$ cat src/rtl/vga_frame_sink.sv
// VGA receive monitor: locks to sync timing, rebuilds pixel coordinates,
// streams active pixels and checks frame geometry with a per-frame checksum.
module vga_frame_sink #(
  parameter int H_ACTIVE = 640,
  parameter int H_TOTAL  = 800,
  parameter int V_ACTIVE = 480,
  parameter int V_TOTAL  = 525,
  parameter int CKSUM_W  = 16,
  parameter int CW       = 10
) (
  input  logic               clk,
  input  logic               reset,
  input  logic               pix_en,
  input  logic               hsync,
  input  logic               vsync,
  input  logic               blank_b,
  input  logic [7:0]         r,
  input  logic [7:0]         g,
  input  logic [7:0]         b,
  output logic               pix_valid,
  output logic [CW-1:0]      pix_x,
  output logic [CW-1:0]      pix_y,
  output logic [23:0]        pix_rgb,
  output logic               frame_done,
  output logic [CKSUM_W-1:0] frame_sum,
  output logic               locked,
  output logic               err_hcount,
  output logic               err_vcount,
  output logic               err_active,
  output logic [7:0]         err_count
);

  typedef enum logic [1:0] {SEARCH, ALIGN, LOCK} state_t;

  localparam logic [CW:0]   HT = (CW+1)'(H_TOTAL);
  localparam logic [CW:0]   VT = (CW+1)'(V_TOTAL);
  localparam logic [CW-1:0] HA = CW'(H_ACTIVE);
  localparam logic [CW-1:0] VA = CW'(V_ACTIVE);

  function automatic logic [CW-1:0] sat_inc(input logic [CW-1:0] v);
    return (v == '1) ? v : v + 1'b1;
  endfunction

  state_t             state;
  logic               hs_q;
  logic               vs_q;
  logic [CW-1:0]      hcnt;
  logic [CW-1:0]      vcnt;
  logic [CW-1:0]      ax;
  logic [CW-1:0]      ay;
  logic [CKSUM_W-1:0] acc;

  logic               hfall;
  logic               vfall;
  logic               is_lock;
  logic               cap;
  logic [CW:0]        hlen;
  logic               hbad;
  logic [CW-1:0]      vcnt_close;
  logic               vbad;
  logic               ax_nz;
  logic               ax_bad;
  logic [CW-1:0]      ay_hf;
  logic               ay_bad;
  logic [CW-1:0]      x_cur;
  logic [CW-1:0]      y_cur;
  logic [CW-1:0]      ax_next;
  logic [9:0]         rgb_sum;
  logic [CKSUM_W-1:0] acc_close;
  logic               e_h;
  logic               e_v;
  logic               e_a;
  logic [1:0]         n_err;
  logic [8:0]         cnt_sum;
  logic [7:0]         cnt_next;

  assign hfall      = hs_q & ~hsync;
  assign vfall      = vs_q & ~vsync;
  assign is_lock    = (state == LOCK);
  assign cap        = is_lock & blank_b;
  assign hlen       = {1'b0, hcnt} + 1'b1;
  assign hbad       = (hlen != HT);
  // a coincident hsync fall closes the last line of the closing frame
  assign vcnt_close = hfall ? sat_inc(vcnt) : vcnt;
  assign vbad       = ({1'b0, vcnt_close} != VT);
  assign ax_nz      = (ax != '0);
  assign ax_bad     = ax_nz && (ax != HA);
  assign ay_hf      = (hfall && ax_nz) ? sat_inc(ay) : ay;
  assign ay_bad     = (ay_hf != VA);
  assign x_cur      = hfall ? '0 : ax;
  assign y_cur      = vfall ? '0 : ay_hf;
  assign ax_next    = blank_b ? sat_inc(x_cur) : x_cur;
  assign rgb_sum    = {2'b0, r} + {2'b0, g} + {2'b0, b};
  assign acc_close  = cap ? acc + CKSUM_W'(rgb_sum) : acc;

  assign e_h = is_lock & hfall & hbad;
  assign e_v = is_lock & vfall & vbad;
  assign e_a = is_lock & ((hfall & ax_bad) | (vfall & ~vbad & ay_bad));

  assign n_err    = {1'b0, e_h} + {1'b0, e_v} + {1'b0, e_a};
  assign cnt_sum  = {1'b0, err_count} + {7'b0, n_err};
  assign cnt_next = cnt_sum[8] ? 8'hff : cnt_sum[7:0];

  assign locked = is_lock;

  always_ff @(posedge clk) begin
    if (reset) begin
      state      <= SEARCH;
      hs_q       <= 1'b0;
      vs_q       <= 1'b0;
      hcnt       <= '0;
      vcnt       <= '0;
      ax         <= '0;
      ay         <= '0;
      acc        <= '0;
      pix_valid  <= 1'b0;
      pix_x      <= '0;
      pix_y      <= '0;
      pix_rgb    <= '0;
      frame_done <= 1'b0;
      frame_sum  <= '0;
      err_hcount <= 1'b0;
      err_vcount <= 1'b0;
      err_active <= 1'b0;
      err_count  <= '0;
    end else begin
      pix_valid  <= 1'b0;
      frame_done <= 1'b0;
      err_hcount <= 1'b0;
      err_vcount <= 1'b0;
      err_active <= 1'b0;
      if (pix_en) begin
        hs_q       <= hsync;
        vs_q       <= vsync;
        hcnt       <= hfall ? '0 : sat_inc(hcnt);
        vcnt       <= vfall ? '0 : vcnt_close;
        ax         <= ax_next;
        ay         <= y_cur;
        acc        <= vfall ? '0 : acc_close;
        err_hcount <= e_h;
        err_vcount <= e_v;
        err_active <= e_a;
        err_count  <= cnt_next;
        if (cap) begin
          pix_valid <= 1'b1;
          pix_x     <= x_cur;
          pix_y     <= y_cur;
          pix_rgb   <= {r, g, b};
        end
        if (vfall) begin
          unique case (state)
            SEARCH: state <= ALIGN;
            ALIGN: begin
              if (!vbad) state <= LOCK;
            end
            LOCK: begin
              if (vbad) begin
                state <= ALIGN;
              end else begin
                frame_done <= 1'b1;
                frame_sum  <= acc_close;
              end
            end
            default: state <= SEARCH;
          endcase
        end
      end
    end
  end

endmodule

$ cat config.mk
export PLATFORM = sky130hd
export DESIGN_NAME = vga_frame_sink
export DESIGN_NICKNAME = d
export VERILOG_FILES = /design/src/rtl/vga_frame_sink.sv
export SDC_FILE = /design/constraint.sdc
export NUM_CORES = 1
export LEC_CHECK = 0
export ABC_AREA = 1
export ABC_CLOCK_PERIOD_IN_PS = 5100
export CAP_MARGIN = 20
export CORE_MARGIN = 5
export CORE_UTILIZATION = 40
export DETAILED_ROUTE_END_ITERATION = 6
export GPL_TIMING_DRIVEN = 0
export HOLD_SLACK_MARGIN = 0.02
export RECOVER_POWER = 100
export SLEW_MARGIN = 20
export SYNTH_ARGS = -nofsm -noshare
export SYNTH_HDL_FRONTEND = slang
export SYNTH_SLANG_ARGS = --single-unit
$ cat constraint.sdc
create_clock -name clk -period 5.1 [get_ports clk]
set_clock_uncertainty 0.05 [all_clocks]
set_input_delay 0.51 -clock clk [delete_from_list [all_inputs] [get_ports clk]]
set_output_delay 0.51 -clock clk [all_outputs]
set_load 0.01 [all_outputs]
* Yosys cells after proc, flatten, opt, wreduce, memory -nomap -nowiden *
Index checks and enable logic that the tools add are counted.

word-level totals
  register bits = 133
  input bits = 30
  output and inout port bits = 74
  word-level logic and storage cells = 89

operators by class
  add/sub/neg operators = 11
  eq/ne operators = 13
  muxes and demuxes = 19
  bitwise operators = 18
  reduce and logical (&&, ||, !) cells = 10

operators with widths
  cell                     number
  $mux W10                 11
  $add A10 B1 Y10 const B  4
  $eq A10 B10 Y1 const B   4
  $mux W16                 2
  $ne A10 B10 Y1 const B   2
  $add A16 B10 Y16         1
  $add A10 B1 Y11 const B  1
  $and A1 B1 Y1            11
  $ne A11 B10 Y1 const B   1
  $add A9 B8 Y10           1
  $ne A10 B9 Y1 const B    1
  $reduce_bool A10 Y1      1
  $add A8 B2 Y9            1
  $add A8 B8 Y9            1
  $mux W8                  1
  $reduce_and A4 Y1        2
  $not A1 Y1               6
  $pmux W2 S3              1
  $mux W2                  2
  $ne A2 B2 Y1 const B     2
  $reduce_and A2 Y1        2
  $reduce_or A4 Y1         1
  $add A1 B1 Y2            1
  $add A2 B1 Y2            1
  8 further kinds          10

* Longest topological paths before layout *
Gate-level depths: netlist of the first run.

  depth after elaboration = 12
  depth in mapped cells = 24
  mapped depth without buffers = 24

* Worst setup path before layout of the first run *
Ideal clock, no wire load.

  kind = flip-flop to flip-flop
  from = reg ay[0]
  to = reg err_count[7]
  setup time = 0.132 ns
  arrival = 3.211 ns
  slack = 1.707 ns
  cell stages (with the launch flop) = 23
  path buffers = 0
  cell sequence = dfxtp_1 ha_1 nand2_1 nor2_1 nand3_1 nand2_1 nor2_1 nor2_1 nand2_1 nor2_1 nand3_1 nand2_1 nand2_1 nand2_1 inv_1 fa_1 ha_1 a21oi_1 nand3b_1 nand3b_1 nand3b_1 xor2_1 a21oi_1

on the way
  cells in the longest elaborated chain, start to end = 10
  elaborated cells between the ends (all ways) = 11

RTL lines
  what                                                      line  RTL
  start, declared                                           50    logic [CW-1:0] ay;
  start signal, assigned                                    138   ay <= y_cur;
  $add A10 B1 Y10 / $eq A10 B10 Y1 (equally long branches)  41    return (v == '1) ? v : v + 1'b1;
  $mux W10                                                  41
  $mux W10 (*)                                              88    assign ay_hf = (hfall && ax_nz) ? sat_inc(ay) : ay;
  $ne A10 B9 Y1 (*)                                         89    assign ay_bad = (ay_hf != VA);
  $and A1 B1 Y1 (*)                                         98    assign e_a = is_lock & ((hfall & ax_bad) | (vfall & ~vbad & ay_bad));
  $or A1 B1 Y1 (*)                                          98
  $and A1 B1 Y1 (*)                                         98
  via e_a                                                   72    logic e_a;
  $add A2 B1 Y2 (*)                                         100   assign n_err = {1'b0, e_h} + {1'b0, e_v} + {1'b0, e_a};
  $add A8 B2 Y9 (*)                                         101   assign cnt_sum = {1'b0, err_count} + {7'b0, n_err};
  $mux W8 (*)                                               102   assign cnt_next = cnt_sum[8] ? 8'hff : cnt_sum[7:0];
  end signal, assigned                                      143   err_count <= cnt_next;
  end, declared                                             30    output logic [7:0] err_count

The timed path passes the listed nets; every way through them passes the cells marked *.
A chain may end at the register's enable or synchronous reset.

* Worst setup path in the final report of the first run *
  from = in hsync
  to = reg err_count[1]

on the way
  cells in the longest elaborated chain, start to end = 12
  elaborated cells between the ends (all ways) = 20

RTL lines
  what                         line  RTL
  start, declared              14    input logic hsync,
  $not A1 Y1 (*)               77    assign hfall = hs_q & ~hsync;
  $and A1 B1 Y1 (*)            77
  $mux W10                     84    assign vcnt_close = hfall ? sat_inc(vcnt) : vcnt;
  $ne A10 B10 Y1               85    assign vbad = ({1'b0, vcnt_close} != VT);
  $not A1 Y1 (no source line)  --
  $and A1 B1 Y1 (2 in series)  98
  $or A1 B1 Y1 (*)             98
  $and A1 B1 Y1 (*)            98
  via e_a                      72
  $add A2 B1 Y2 (*)            100
  $add A8 B2 Y9 (*)            101
  $mux W8 (*)                  102

Marked as above.

==> results.md, run 1 <==
- Syn. warnings: 0
- Worst slew pin tran: 1.14 ns
- Post CTS Setup Buffer Count: 0
- Top_reg_cell synth: dfxtp_1
- Final period util: 0.863
- Final min period: 4.40 ns
- Clk root buf: clkbuf_16
- Max-cap violations: 0
- Post-synthesis net count: 1,049
- First-pass GRT wire length: 32,900 um
- Worst Setup Path Type: input port to flop
- Synth area leader: dfxtp_1
- Max Transition Viols Final: 0
- Top-count cell post-synth: nand2_1
- Worst Path Buf+Inv: 5
- Setup TNS: 0 ns
- Die Ht: 142 um
- Total track usage: 0.204
- Mean post-synth cell area: 7.10 um2
- Netlist cell types: 41
- Slowest-stage cell, CP: fa_1
- Worst Hold Class: flop to flop
- Comb pwr share: 0.099
- TritonCTS Buffers: 17
- Critical path's most frequent cell: nand2_1
- CTS Sinks: 133
- Maximum number of pins on one net before global-route repair: 17
- Leakage power: 4.01 nW
- GPL Wtd Cong: 0.916
- Vias in the first global route: 6,491
- Cell Area, Synth: 0.00698 mm2
- Arr. time, crit path: 4.64 ns
- Fillers: 1,748
- Overflow after GRT: 0
- Psw: 0.000682 W
- Area Overhead vs Synth: 27.3%
- Largest cells by area after synthesis: dfxtp_1, nand2_1, nor2_1
- Cell Int Power: 0.00198 W
- Initial Util: 0.405
- Via density: 4.97
- CTS tree: built
- Max transition margin: 0.230
- Max clock buf depth: 2
- Clock power frac: 0.505
- CP max FO: 10
- Mapped Cells: 984
- CP startpoint kind: input port
- DR vias: 6,681
- Initial antenna violation count: 0
- Drt initial violations: 361
- Final setup fails: 0
- Die area: 0.0202 mm2
- Switch share: 0.256
- Htree depth: 4
- DRC Markers: 0
- CP top delay family: simple AND/OR/NAND/NOR gates
- Final ANT Viol Nets: 0
- Number of diodes: 0
- Status: completed
- Clk slew on worst S/H paths: 0.06 ns
- Final Util: 0.516
- Nets: 1,171
- Num rows: 48
- Worst path cell trace: clkdlybuf4s50_1 -> inv_1 -> nand2_1 -> inv_1 -> buf_2 -> o21ai_0 -> nand2_1 -> nand4_1 -> nor2_1 -> nand3_1 -> nand2_1 -> nand2_1 -> nand2_1 -> inv_1 -> fa_1 -> ha_1 -> fa_1 -> nand3_1 -> nor2_1 -> nand3b_1 -> a31oi_1
- Async S/R FF share, synth: 0
- Io pins: 104
- Critical Path Max Stage Delay: 0.43 ns
- Drt wl/cell: 14.8 um
- DRT Wirelength: 19,900 um
- Peak VDD IR: 0.211 mV
- Post_cts resized: 0
- Top cells by count, synth: nand2_1, nor2_1, dfxtp_1
- Post-synth EDFFs: 0
- Die W: 142 um
- Final Hold Vio Count: 0
- Core Footprint: 0.0172 mm2
- RSZ-0062 raised after global routing: no
- Port Buf Inserts: 103
- # hold bufs at CTS: 0
- Pwr Density: 300 mW/mm2
- DP HPWL: 15,000 um
- Synthesis-stage register bit count: 133
- Detailed Routing Iterations Pass 1: 5
- Seq/Total Area, Yosys: 0.381
- Required @ worst endpoint: 5.34 ns
- Share of layout cells above drive strength 1: 0.0492
- Synth top area share: 0.381
- Clk Latency, worst-skew pair: 0.42 ns
- Flop pwr share: 0.396
- Fmax achieved: 227 MHz
- Crit end category: flop
tightest hold or removal path, stage by stage, from the launching register on:
cell	delay, ns
dfxtp_1	0.31
nand2_1	0.06
a21oi_1	0.05
layout make-up:
type | count | area, um2 | share of cell area
flip-flops and latches | 133 | 2660 | 0.299
well taps | 225 | 282 | 0.0317
plain buffers | 36 | 150 | 0.0169
multi-input cells | 707 | 3720 | 0.418
clock inverters | 15 | 216 | 0.0243
repair buffers | 103 | 1030 | 0.116
inverters | 108 | 405 | 0.0456
clock buffers | 17 | 425 | 0.0478
power groups by stage:
stage          Sequential (W)  Combinational (W)  Clock, W
2_1_floorplan         0.00108           0.000174         0
3_3_place_gp          0.00108           0.000260         0
3_5_place_dp          0.00108           0.000262         0
4_1_cts               0.00106           0.000265   0.00137
5_1_grt               0.00106           0.000297   0.00142
6_report              0.00106           0.000263   0.00134
kinds of logic (layout without fill, tap and decap cells):
logic type | after synthesis | after routing | share of synthesized area
simple gates | 474 | 474 | 0.291
fa+ha+maj | 35 | 35 | 0.0820
compound gates | 174 | 174 | 0.135
flops | 133 | 133 | 0.381
xor+xnor | 24 | 24 | 0.0301
buf+inv | 144 | 279 | 0.0808
layout by cell type (no fill, tap or decap), types with 5 or more instances in the layout:
cell,synthesis,layout
nand4_1,12,12
inv_1,101,104
nand3_1,58,59
inv_6,0,5
nand2_2,6,5
dlygate4sd3_1,0,78
o21ai_0,87,88
clkbuf_1,27,29
nor3_1,11,11
clkdlybuf4s50_1,0,25
dfxtp_1,133,133
fa_1,18,18
ha_1,17,17
xnor2_1,5,5
nand2_1,213,214
clkbuf_16,0,17
a21oi_1,49,49
nor2_1,148,154
xor2_1,19,19
o22ai_1,19,19
nand3b_1,7,7
buf_2,7,6
metrics by stage:
step	setup slack, ns	hold slack, ns	cell area [um2]	power (W)	std cells
floorplan	1.71	0.395	6980	0.00125	984
global placement	0.443	0.405	8300	0.00134	1312
detailed placement	0.447	0.410	8300	0.00134	1312
CTS	0.882	0.420	8940	0.00269	1344
global route	0.326	0.447	8890	0.00277	1344
finish	0.698	0.415	8890	0.00266	1344
state kept, by name, indices dropped and copies added (netlist names):
signal,count
acc,16
ax,10
ay,10
err_active,1
err_count,8
err_hcount,1
err_vcount,1
frame_done,1
frame_sum,16
hcnt,10
hs_q,1
pix_rgb,24
pix_valid,1
pix_x,10
pix_y,10
state,2
vcnt,10
vs_q,1
layer usage:
layer | vias up | share of wire | GRT usage
met5 | - | 0 | 0
met4 | 0 | 0.015 | 0.0601
met3 | 24 | 0.059 | 0.0571
met2 | 170 | 0.44 | 0.311
li1 | 3452 | - | -
met1 | 3035 | 0.49 | 0.283
final timing paths:
path | to | cells after the start | slack [ns] | startpoint
max | err_count[1] | 21 | 0.70 | hsync
min | hcnt[6] | 2 | 0.41 | hcnt[6]
max reg2reg | err_count[1] | 21 | 0.92 | ay[0]
min reg2reg | hcnt[6] | 2 | 0.41 | hcnt[6]
Power figures use the tool's default switching activity.
==> inputs of run 2 (changes only) <==
- CAP_MARGIN: 20 -> 10
- MAX_ROUTING_LAYER: not set -> met4
- RECOVER_POWER: 100 -> not set
==> results.md, run 2 (synthesis gave the netlist of run 1 again) <==
- Status: completed
- Port Buf Inserts: 103
- Maximum number of pins on one net before global-route repair: 17
- Post_cts resized: 0
- DRC Markers: 0
- Drt wl/cell: 14.8 um
- Total track usage: 0.210
- Final setup fails: 0
- Required @ worst endpoint: 5.33 ns
- CP max FO: 10
- Most frequent cells in the layout: nand2_1, nor2_1, dfxtp_1
- DP HPWL: 15,000 um
- Htree depth: 4
- Final period util: 0.833
- CP startpoint kind: input port
- DR vias: 6,694
- Crit path launch: hsync
- Hold Startpoint: hcnt[6]
- Via density: 4.98
- CTS Sinks: 133
- R2R Path Start: ay[0]
- Clk root buf: clkbuf_16
- Share of layout cells above drive strength 1: 0.0617
- Max-cap violations: 0
- Overflow after GRT: 0
- Die area: 0.0202 mm2
- Detailed Routing Iterations Pass 1: 5
- Max clock buf depth: 2
- Final Hold Vio Count: 0
- Non-filler cells, final: 1,344
- Initial antenna violation count: 0
- Top Registers: pix_rgb: 24 flops, acc: 16 flops, frame_sum: 16 flops
- Fmax achieved: 235 MHz
- Setup ws final: 0.851 ns
- Die W: 142 um
- TritonCTS Buffers: 17
- Final min period: 4.25 ns
- Max transition margin: 0.386
- Largest Register: pix_rgb
- Final Util: 0.519
- RR Endpoint: err_count[0]
- End of the critical path: err_count[0]
- Final ANT Viol Nets: 0
- Area Overhead vs Synth: 28.0%
- First-pass GRT wire length: 32,900 um
- Clk slew on worst S/H paths: 0.06 ns
- Worst Setup Path Type: input port to flop
- Arr. time, crit path: 4.48 ns
- Max Transition Viols Final: 0
- Crit end category: flop
- Setup TNS: 0 ns
- CTS tree: built
- # hold bufs at CTS: 0
- Initial Util: 0.405
- Setup WS pre-CTS: 0.447 ns
- Tot Pwr: 0.00266 W
- Nets: 1,171
- Vias in the first global route: 6,492
- Worst r2r path cells: 21
- Inst Count DP: 1,312
- Largest register FFs: 24
- Leakage power: 3.75 nW
- Core Footprint: 0.0172 mm2
- Commonest non-fill, non-tap cell in the layout: nand2_1
- Pwr Density: 298 mW/mm2
- Peak VDD IR: 0.221 mV
- Num rows: 48
- RSZ-0062 raised after global routing: no
- Worst slew pin tran: 0.912 ns
- Die Ht: 142 um
- Io pins: 104
- GPL Wtd Cong: 0.932
- WHS Path Cells: 2
- R2r setup slk: 0.91 ns
- Number of diodes: 0
- Clk Latency, worst-skew pair: 0.42 ns
- Drt initial violations: 359
- Post CTS Setup Buffer Count: 0
- Worst Hold Class: flop to flop
- DRT Wirelength: 19,900 um
run 2: changes by cell type in the layout (fill, tap and decap cells not counted), sizes merged:
cell           before  now
buf                 7    9
clkdlybuf4s50      25  103
clkbuf             46   44
dlygate4sd3        78    0
run 2: worst max-delay path, stage by stage:
cell and delay (ns):
clkdlybuf4s50_1 0.41, inv_2 0.07, nand2_2 0.15, inv_2 0.14, buf_2 0.26, o21ai_0 0.39, nand2_1 0.20, nand4_1 0.12
nor2_1 0.15, nand3_1 0.08, nand2_1 0.09, nand2_1 0.07, nand2_1 0.08, inv_1 0.05, fa_1 0.43, ha_1 0.23
fa_1 0.41, nand3_1 0.11, nor2_1 0.08, nand3b_1 0.30, a31oi_1 0.12
run 2: where the power goes:
group	switching (W)	internal, W
clock network	0.000510	0.000833
logic	0.000162	0.000103
registers	0.00000846	0.00105
total	0.000680	0.00198
run 2: per-stage QoR:
step | hold WS, ns | instance area [um2]
floorplan | 0.395 | 6980
global placement | 0.405 | 8300
detailed placement | 0.410 | 8300
CTS | 0.420 | 8940
global route | 0.447 | 8940
finish | 0.414 | 8940
run 2: how the worst min path moves through the flow:
stage	to
2_1_floorplan	hcnt[6]
3_3_place_gp	hcnt[6]
3_5_place_dp	hcnt[6]
4_1_cts	hcnt[6]
5_1_grt	hcnt[6]
6_report	hcnt[6]
run 2: metal layers:
| metal | GRT usage | part of all wire | wire length (um) |
|---|---|---|---|
| met5 | - | 0 | 0 |
| met4 | 0.0601 | 0.014 | 278 |
| met3 | 0.0507 | 0.053 | 1060 |
| met2 | 0.311 | 0.44 | 8690 |
| met1 | 0.287 | 0.50 | 9910 |
run 2: layout make-up:
| class | count | area (um2) |
|---|---|---|
| tap | 225 | 282 |
| timing repair buffer | 103 | 1030 |
| fill | 1736 | 8300 |
| sequential | 133 | 2660 |
| buffer | 36 | 159 |
| clock buffer | 17 | 425 |
| inverter | 108 | 405 |
| clock inverter | 15 | 216 |
| multi-input combinational | 707 | 3760 |
